$ cat src/rtl/apb_req_arbiter_if.sv
// APB bus bundle between the requester arbiter (master side) and a single completer (slave side).
interface apb_req_arbiter_if #(
    parameter int AW = 4,
    parameter int DW = 16
);
    logic          psel;
    logic          penable;
    logic          pwrite;
    logic [AW-1:0] paddr;
    logic [DW-1:0] pwdata;
    logic          pready;
    logic [DW-1:0] prdata;

    modport master (
        output psel, penable, pwrite, paddr, pwdata,
        input  pready, prdata
    );

    modport slave (
        input  psel, penable, pwrite, paddr, pwdata,
        output pready, prdata
    );
endinterface

$ cat src/rtl/apb_req_arbiter.sv
// Round-robin APB master sharing one completer among NUM_REQ local requesters,
// with registered SETUP/ACCESS sequencing and an optional pready timeout.
module apb_req_arbiter #(
    parameter int NUM_REQ = 2,
    parameter int AW      = 4,
    parameter int DW      = 16,
    parameter int TIMEOUT = 16
) (
    input  logic                  pclk,
    input  logic                  preset,
    input  logic [NUM_REQ-1:0]    req,
    input  logic [NUM_REQ-1:0]    req_write,
    input  logic [NUM_REQ*AW-1:0] req_addr,
    input  logic [NUM_REQ*DW-1:0] req_wdata,
    output logic [NUM_REQ-1:0]    done,
    output logic                  err,
    output logic [DW-1:0]         rdata,
    output logic                  busy,
    apb_req_arbiter_if.master     apb
);
    localparam int RW = (NUM_REQ > 1) ? $clog2(NUM_REQ) : 1;
    localparam int CW = (TIMEOUT > 1) ? $clog2(TIMEOUT + 1) : 1;

    typedef enum logic [1:0] {
        ST_IDLE   = 2'd0,
        ST_SETUP  = 2'd1,
        ST_ACCESS = 2'd2
    } state_t;

    state_t                state_reg, state_next;
    logic [RW-1:0]         rr_reg, rr_next;
    logic [CW-1:0]         tmo_reg, tmo_next;
    logic                  psel_reg, psel_next;
    logic                  penable_reg, penable_next;
    logic                  pwrite_reg, pwrite_next;
    logic [AW-1:0]         paddr_reg, paddr_next;
    logic [DW-1:0]         pwdata_reg, pwdata_next;
    logic [NUM_REQ-1:0]    done_reg, done_next;
    logic                  err_reg, err_next;
    logic [DW-1:0]         rdata_reg, rdata_next;
    logic                  busy_reg, busy_next;

    logic [AW-1:0]         addr_arr  [NUM_REQ];
    logic [DW-1:0]         wdata_arr [NUM_REQ];
    logic [NUM_REQ-1:0]    eligible;
    logic                  win_found;
    logic [RW-1:0]         win_idx;
    logic [RW-1:0]         cand;

    genvar gi;
    generate
        for (gi = 0; gi < NUM_REQ; gi++) begin : g_unpack
            assign addr_arr[gi]  = req_addr[gi*AW +: AW];
            assign wdata_arr[gi] = req_wdata[gi*DW +: DW];
        end
    endgenerate

    // A requester being told "done" this cycle may still show its old req; keep it out.
    assign eligible = req & ~done_reg;

    // Scan starting just after the last winner, wrapping, so every requester gets a turn.
    always_comb begin
        win_found = 1'b0;
        win_idx   = '0;
        cand      = rr_reg;
        for (int k = 0; k < NUM_REQ; k++) begin
            cand = (cand == RW'(NUM_REQ - 1)) ? '0 : cand + 1'b1;
            if (!win_found && eligible[cand]) begin
                win_found = 1'b1;
                win_idx   = cand;
            end
        end
    end

    always_comb begin
        state_next   = state_reg;
        rr_next      = rr_reg;
        tmo_next     = tmo_reg;
        psel_next    = psel_reg;
        penable_next = penable_reg;
        pwrite_next  = pwrite_reg;
        paddr_next   = paddr_reg;
        pwdata_next  = pwdata_reg;
        done_next    = '0;
        err_next     = 1'b0;
        rdata_next   = rdata_reg;

        case (state_reg)
            ST_IDLE: begin
                if (win_found) begin
                    state_next   = ST_SETUP;
                    rr_next      = win_idx;
                    tmo_next     = '0;
                    psel_next    = 1'b1;
                    penable_next = 1'b0;
                    pwrite_next  = req_write[win_idx];
                    paddr_next   = addr_arr[win_idx];
                    pwdata_next  = wdata_arr[win_idx];
                end
            end
            ST_SETUP: begin
                state_next   = ST_ACCESS;
                penable_next = 1'b1;
            end
            ST_ACCESS: begin
                if (apb.pready) begin
                    state_next        = ST_IDLE;
                    psel_next         = 1'b0;
                    penable_next      = 1'b0;
                    done_next[rr_reg] = 1'b1;
                    if (!pwrite_reg) begin
                        rdata_next = apb.prdata;
                    end
                end else if ((TIMEOUT > 0) && (tmo_reg == CW'(TIMEOUT - 1))) begin
                    state_next        = ST_IDLE;
                    psel_next         = 1'b0;
                    penable_next      = 1'b0;
                    done_next[rr_reg] = 1'b1;
                    err_next          = 1'b1;
                end else begin
                    tmo_next = tmo_reg + 1'b1;
                end
            end
            default: begin
                state_next   = ST_IDLE;
                psel_next    = 1'b0;
                penable_next = 1'b0;
            end
        endcase

        busy_next = (state_next != ST_IDLE);
    end

    always_ff @(posedge pclk) begin
        if (preset) begin
            state_reg   <= ST_IDLE;
            rr_reg      <= RW'(NUM_REQ - 1);
            tmo_reg     <= '0;
            psel_reg    <= 1'b0;
            penable_reg <= 1'b0;
            pwrite_reg  <= 1'b0;
            paddr_reg   <= '0;
            pwdata_reg  <= '0;
            done_reg    <= '0;
            err_reg     <= 1'b0;
            rdata_reg   <= '0;
            busy_reg    <= 1'b0;
        end else begin
            state_reg   <= state_next;
            rr_reg      <= rr_next;
            tmo_reg     <= tmo_next;
            psel_reg    <= psel_next;
            penable_reg <= penable_next;
            pwrite_reg  <= pwrite_next;
            paddr_reg   <= paddr_next;
            pwdata_reg  <= pwdata_next;
            done_reg    <= done_next;
            err_reg     <= err_next;
            rdata_reg   <= rdata_next;
            busy_reg    <= busy_next;
        end
    end

    assign apb.psel    = psel_reg;
    assign apb.penable = penable_reg;
    assign apb.pwrite  = pwrite_reg;
    assign apb.paddr   = paddr_reg;
    assign apb.pwdata  = pwdata_reg;
    assign done        = done_reg;
    assign err         = err_reg;
    assign rdata       = rdata_reg;
    assign busy        = busy_reg;
endmodule

$ cat src/flat_wrapper.sv
// flat-port wrapper written by rule: the top's interface ports become plain ports
module apb_req_arbiter_flat 
#(
    parameter int NUM_REQ = 2,
    parameter int AW      = 4,
    parameter int DW      = 16,
    parameter int TIMEOUT = 16
)
  (pclk, preset, req, req_write, req_addr, req_wdata, done, err, rdata, busy, apb_psel, apb_penable, apb_pwrite, apb_paddr, apb_pwdata, apb_pready, apb_prdata);
  apb_req_arbiter_if #(.AW(AW), .DW(DW)) apb_i ();
  input  logic pclk;
  input  logic preset;
  input  logic [NUM_REQ-1:0] req;
  input  logic [NUM_REQ-1:0] req_write;
  input  logic [NUM_REQ*AW-1:0] req_addr;
  input  logic [NUM_REQ*DW-1:0] req_wdata;
  output logic [NUM_REQ-1:0] done;
  output logic err;
  output logic [DW-1:0] rdata;
  output logic busy;
  output wire logic [$bits(apb_i.psel)-1:0] apb_psel;
  output wire logic [$bits(apb_i.penable)-1:0] apb_penable;
  output wire logic [$bits(apb_i.pwrite)-1:0] apb_pwrite;
  output wire logic [$bits(apb_i.paddr)-1:0] apb_paddr;
  output wire logic [$bits(apb_i.pwdata)-1:0] apb_pwdata;
  input wire logic [$bits(apb_i.pready)-1:0] apb_pready;
  input wire logic [$bits(apb_i.prdata)-1:0] apb_prdata;
  assign apb_psel = apb_i.psel;
  assign apb_penable = apb_i.penable;
  assign apb_pwrite = apb_i.pwrite;
  assign apb_paddr = apb_i.paddr;
  assign apb_pwdata = apb_i.pwdata;
  assign apb_i.pready = apb_pready;
  assign apb_i.prdata = apb_prdata;
  apb_req_arbiter #(.NUM_REQ(NUM_REQ), .AW(AW), .DW(DW), .TIMEOUT(TIMEOUT)) u_core (.pclk(pclk), .preset(preset), .req(req), .req_write(req_write), .req_addr(req_addr), .req_wdata(req_wdata), .done(done), .err(err), .rdata(rdata), .busy(busy), .apb(apb_i));
endmodule
$ cat config.mk
export PLATFORM = sky130hd
export DESIGN_NAME = apb_req_arbiter_flat
export DESIGN_NICKNAME = d
export VERILOG_FILES = /design/src/rtl/apb_req_arbiter_if.sv /design/src/rtl/apb_req_arbiter.sv /design/src/flat_wrapper.sv
export SDC_FILE = /design/constraint.sdc
export NUM_CORES = 1
export LEC_CHECK = 0
export CAP_MARGIN = 20
export CORE_MARGIN = 2
export CORE_UTILIZATION = 42
export CTS_CLUSTER_SIZE = 28
export DETAILED_ROUTE_END_ITERATION = 8
export GPL_TIMING_DRIVEN = 0
export HOLD_SLACK_MARGIN = 0.02
export PLACE_DENSITY = 0.93
export SLEW_MARGIN = 20
export SYNTH_ARGS = -nofsm -noshare
export SYNTH_HDL_FRONTEND = slang
export SYNTH_SLANG_ARGS = --single-unit
$ cat constraint.sdc
create_clock -name pclk -period 4.5 [get_ports pclk]
set_input_delay 0.9 -clock pclk [delete_from_list [all_inputs] [get_ports pclk]]
set_output_delay 0.9 -clock pclk [all_outputs]
set_load 0.005 [all_outputs]
==> qor.csv <==
stage;metric;value;unit
critical_path;crit-path leading delay family;buffers and inverters;
critical_path;critical path type;input pin to register;
placed_design;Placed Cells;426;
sta;hold slack;0.456;ns
power_and_ir_drop;Max rail drop VDD;0.179;mV
floorplan;die height;73.8;um
global_route;GRT Overall Usage;22.3;%
drt;Routed Wire Length;5.88;mm
critical_path;crit path DAT;2.64;ns
sta;Slew headroom;67.9;%
yosys;synthesized area;2050;um2
critical_path;reg-to-reg slack, setup;2.35;ns
final_layout;share of cells above drive strength 1;4.37;%
floorplan;FP Rows;25;
sta;Max Slew Vio Count;0;
yosys;Synth area leader;dfxtp_1;
floorplan;Boundary Pins;106;
final_layout;Total Nets Final;431;
sta;endpoints failing hold;0;
global_route;initial antenna violation count;0;
sta;Worst-Margin Slew;0.481;ns
sta;RSZ-0062 raised after global routing;false;
floorplan;DIE AREA;5450;um2
power_and_ir_drop;Pleak;1.20;nW
drt;drt pass-1 iters;5;
placed_design;DP HPWL;4.46;mm
final_layout;Layout Utilization;69.3;%
yosys;Yosys reg bits;51;
global_route;GRT overflow;0;
drt;routed len/inst;13.6;um
clock_network;TritonCTS clock tree;done;
placed_design;I/O Buffers;104;
floorplan;core area;4720;um2
sta;Tcrit/Tclk final;53.9;%
clock_network;TritonCTS buffer count;5;
final_layout;final instance area;3270;um2
yosys;dominant cells by area after synthesis;dfxtp_1, a21oi_1, nand2_1;
power_and_ir_drop;power per cell area;323;nW/um2
yosys;Synth top area share;49.9;%
final_layout;fillers;394;
final_layout;most frequent cells in the layout;clkdlybuf4s50_1, nand2_1, dfxtp_1;
outcome;status;completed;
critical_path;critical path fanouts, max;10;
sta;fmax;0.412;GHz
clock_network;clk sinks;51;
placed_design;placed cell area;3170;um2
drt;DR vias/cell;5.17;
final_layout;Finished Layout Cells;433;
drt;via count;2240;
yosys;Yosys warning total;0;
clock_network;CTS H-tree lvls;2;
critical_path;Worst Setup End Kind;register;
clock_network;post-CTS resize count;0;
clock_network;setup repair bufs after CTS;0;
yosys;post-synthesis cell count;255;
clock_network;CTS clock-pin slew for the worst setup and hold paths;0.08;ns
sta;setup violators final;0;
clock_network;maximum root-to-sink buffer count;2;
final_layout;most common cell after layout, fill and taps aside;clkdlybuf4s50_1;
floorplan;Die X;73.8;um
placed_design;routability-driven placement congestion ratio;0.775;
clock_network;Worst-Skew Late Latency;0.30;ns
yosys;average cell area after synthesis;8.03;um2
yosys;Seq/Total Area, Yosys;49.9;%
critical_path;CP cell instances;clkdlybuf4s50_1, nand2b_1, a21oi_1, clkbuf_1, a21oi_1, a211oi_1;
critical_path;Max stage delay on crit path;0.52;ns
global_route;vias in the first global route;2259;
critical_path;slowest CP cell;clkdlybuf4s50_1;
yosys;Post-Syn Nets;320;
sta;fin crit period;2.43;ns
final_layout;diode count;0;
flow_run;max_cap viols;0;
drt;drt drc;0;
min_path;Hold/Removal Path Class;register to register;
sta;Setup Total Neg Slack;0;ns
drt;initial DRC count;102;
clock_network;CTS Hold Buffers Added;0;
drt;Post-DRT Antenna Nets;0;
final_layout;Layout area overhead;60.0;%
global_route;first-pass GRT wire length;9.58;mm
yosys;post-synth cell types;27;
floorplan;Initial Util;43.3;%
critical_path;Startpoint Class;input pin;
critical_path;Worst Path Buf+Inv;2;
global_route;largest net degree at the start of global routing;15;
critical_path;most used cell, CP;a21oi_1;
clock_network;root buffer cell;clkbuf_8;
sta;Worst Skew;0.00278;ns
critical_path;WP data required;4.71;ns
-- final timing paths --
check | end | cells past startpoint | start
worst min-delay path | u_core.rdata[8]$_SDFFE_PP0P_ | 2 | u_core.rdata[8]$_SDFFE_PP0P_
worst max-delay path | u_core.apb.pwdata[10]$_SDFFE_PP0P_ | 6 | req[1]
worst min register to register | u_core.rdata[8]$_SDFFE_PP0P_ | 2 | u_core.rdata[8]$_SDFFE_PP0P_
worst max register to register | u_core.tmo_reg[4]$_SDFFE_PP0P_ | 8 | u_core.tmo_reg[0]$_SDFFE_PP0P_
-- area by class of cell --
class | count | area (um2) | area share [%]
inverter | 3 | 11.3 | 0.344
multi-input combinational | 183 | 935 | 28.5
clock inverter | 1 | 30.0 | 0.917
tap | 67 | 83.8 | 2.56
sequential | 51 | 1020 | 31.2
timing repair buffer | 104 | 1040 | 31.8
buffer | 18 | 80.1 | 2.45
clock buffer | 6 | 72.6 | 2.22
-- through the flow --
step,setup slack [ns],power (mW)
4_1_cts,2.10,1.06
2_1_floorplan,2.56,0.617
6_report,2.07,1.06
3_5_place_dp,1.87,0.761
3_3_place_gp,1.93,0.753
5_1_grt,1.94,1.10
-- cell usage after synthesis, drive strengths merged --
cell type / instances
a31oi: 3
a211o: 1
ha: 2
inv: 3
nor3b: 1
or2: 1
nor2b: 3
or4b: 1
o31ai: 2
a21o: 1
nor4b: 2
o21a: 1
nand2b: 2
nor3: 2
nand3: 6
a211oi: 21
a21oi: 46
and3: 1
nand2: 56
nand3b: 1
clkbuf: 10
buf: 8
o21ai: 1
dfxtp: 51
nor4: 2
nor2: 27
-- worst min-delay path, stage by stage, from the launching register on --
cell	delay, ns
dfxtp_1	0.32
nand2_1	0.05
a21oi_1	0.05
-- cell families after synthesis --
logic type / Yosys count / share of synthesized area [%]
AOI/OAI and AO/OA: 76 / 22.0
adders and majority gates: 2 / 1.22
buffers and inverters: 21 / 4.46
DFF: 51 / 49.9
and+or+nand+nor: 105 / 22.4
-- routing by layer --
metal  vias to the layer above  routed length, um  track usage [%]
li1                       1099                  -                -
met1                      1029               2220             23.5
met4                         0                115             7.88
met2                        98               3010             40.8
met5                         -                  0                0
met3                        14                539             7.54
-- power by group --
part | switching [mW] | internal, mW | leakage (nW) | total (mW)
Sequential | 0.0210 | 0.485 | 0.418 | 0.506
Combinational | 0.105 | 0.140 | 0.730 | 0.245
Clock | 0.143 | 0.163 | 0.0513 | 0.306
No activity file was read; power rests on OpenSTA's default activity.
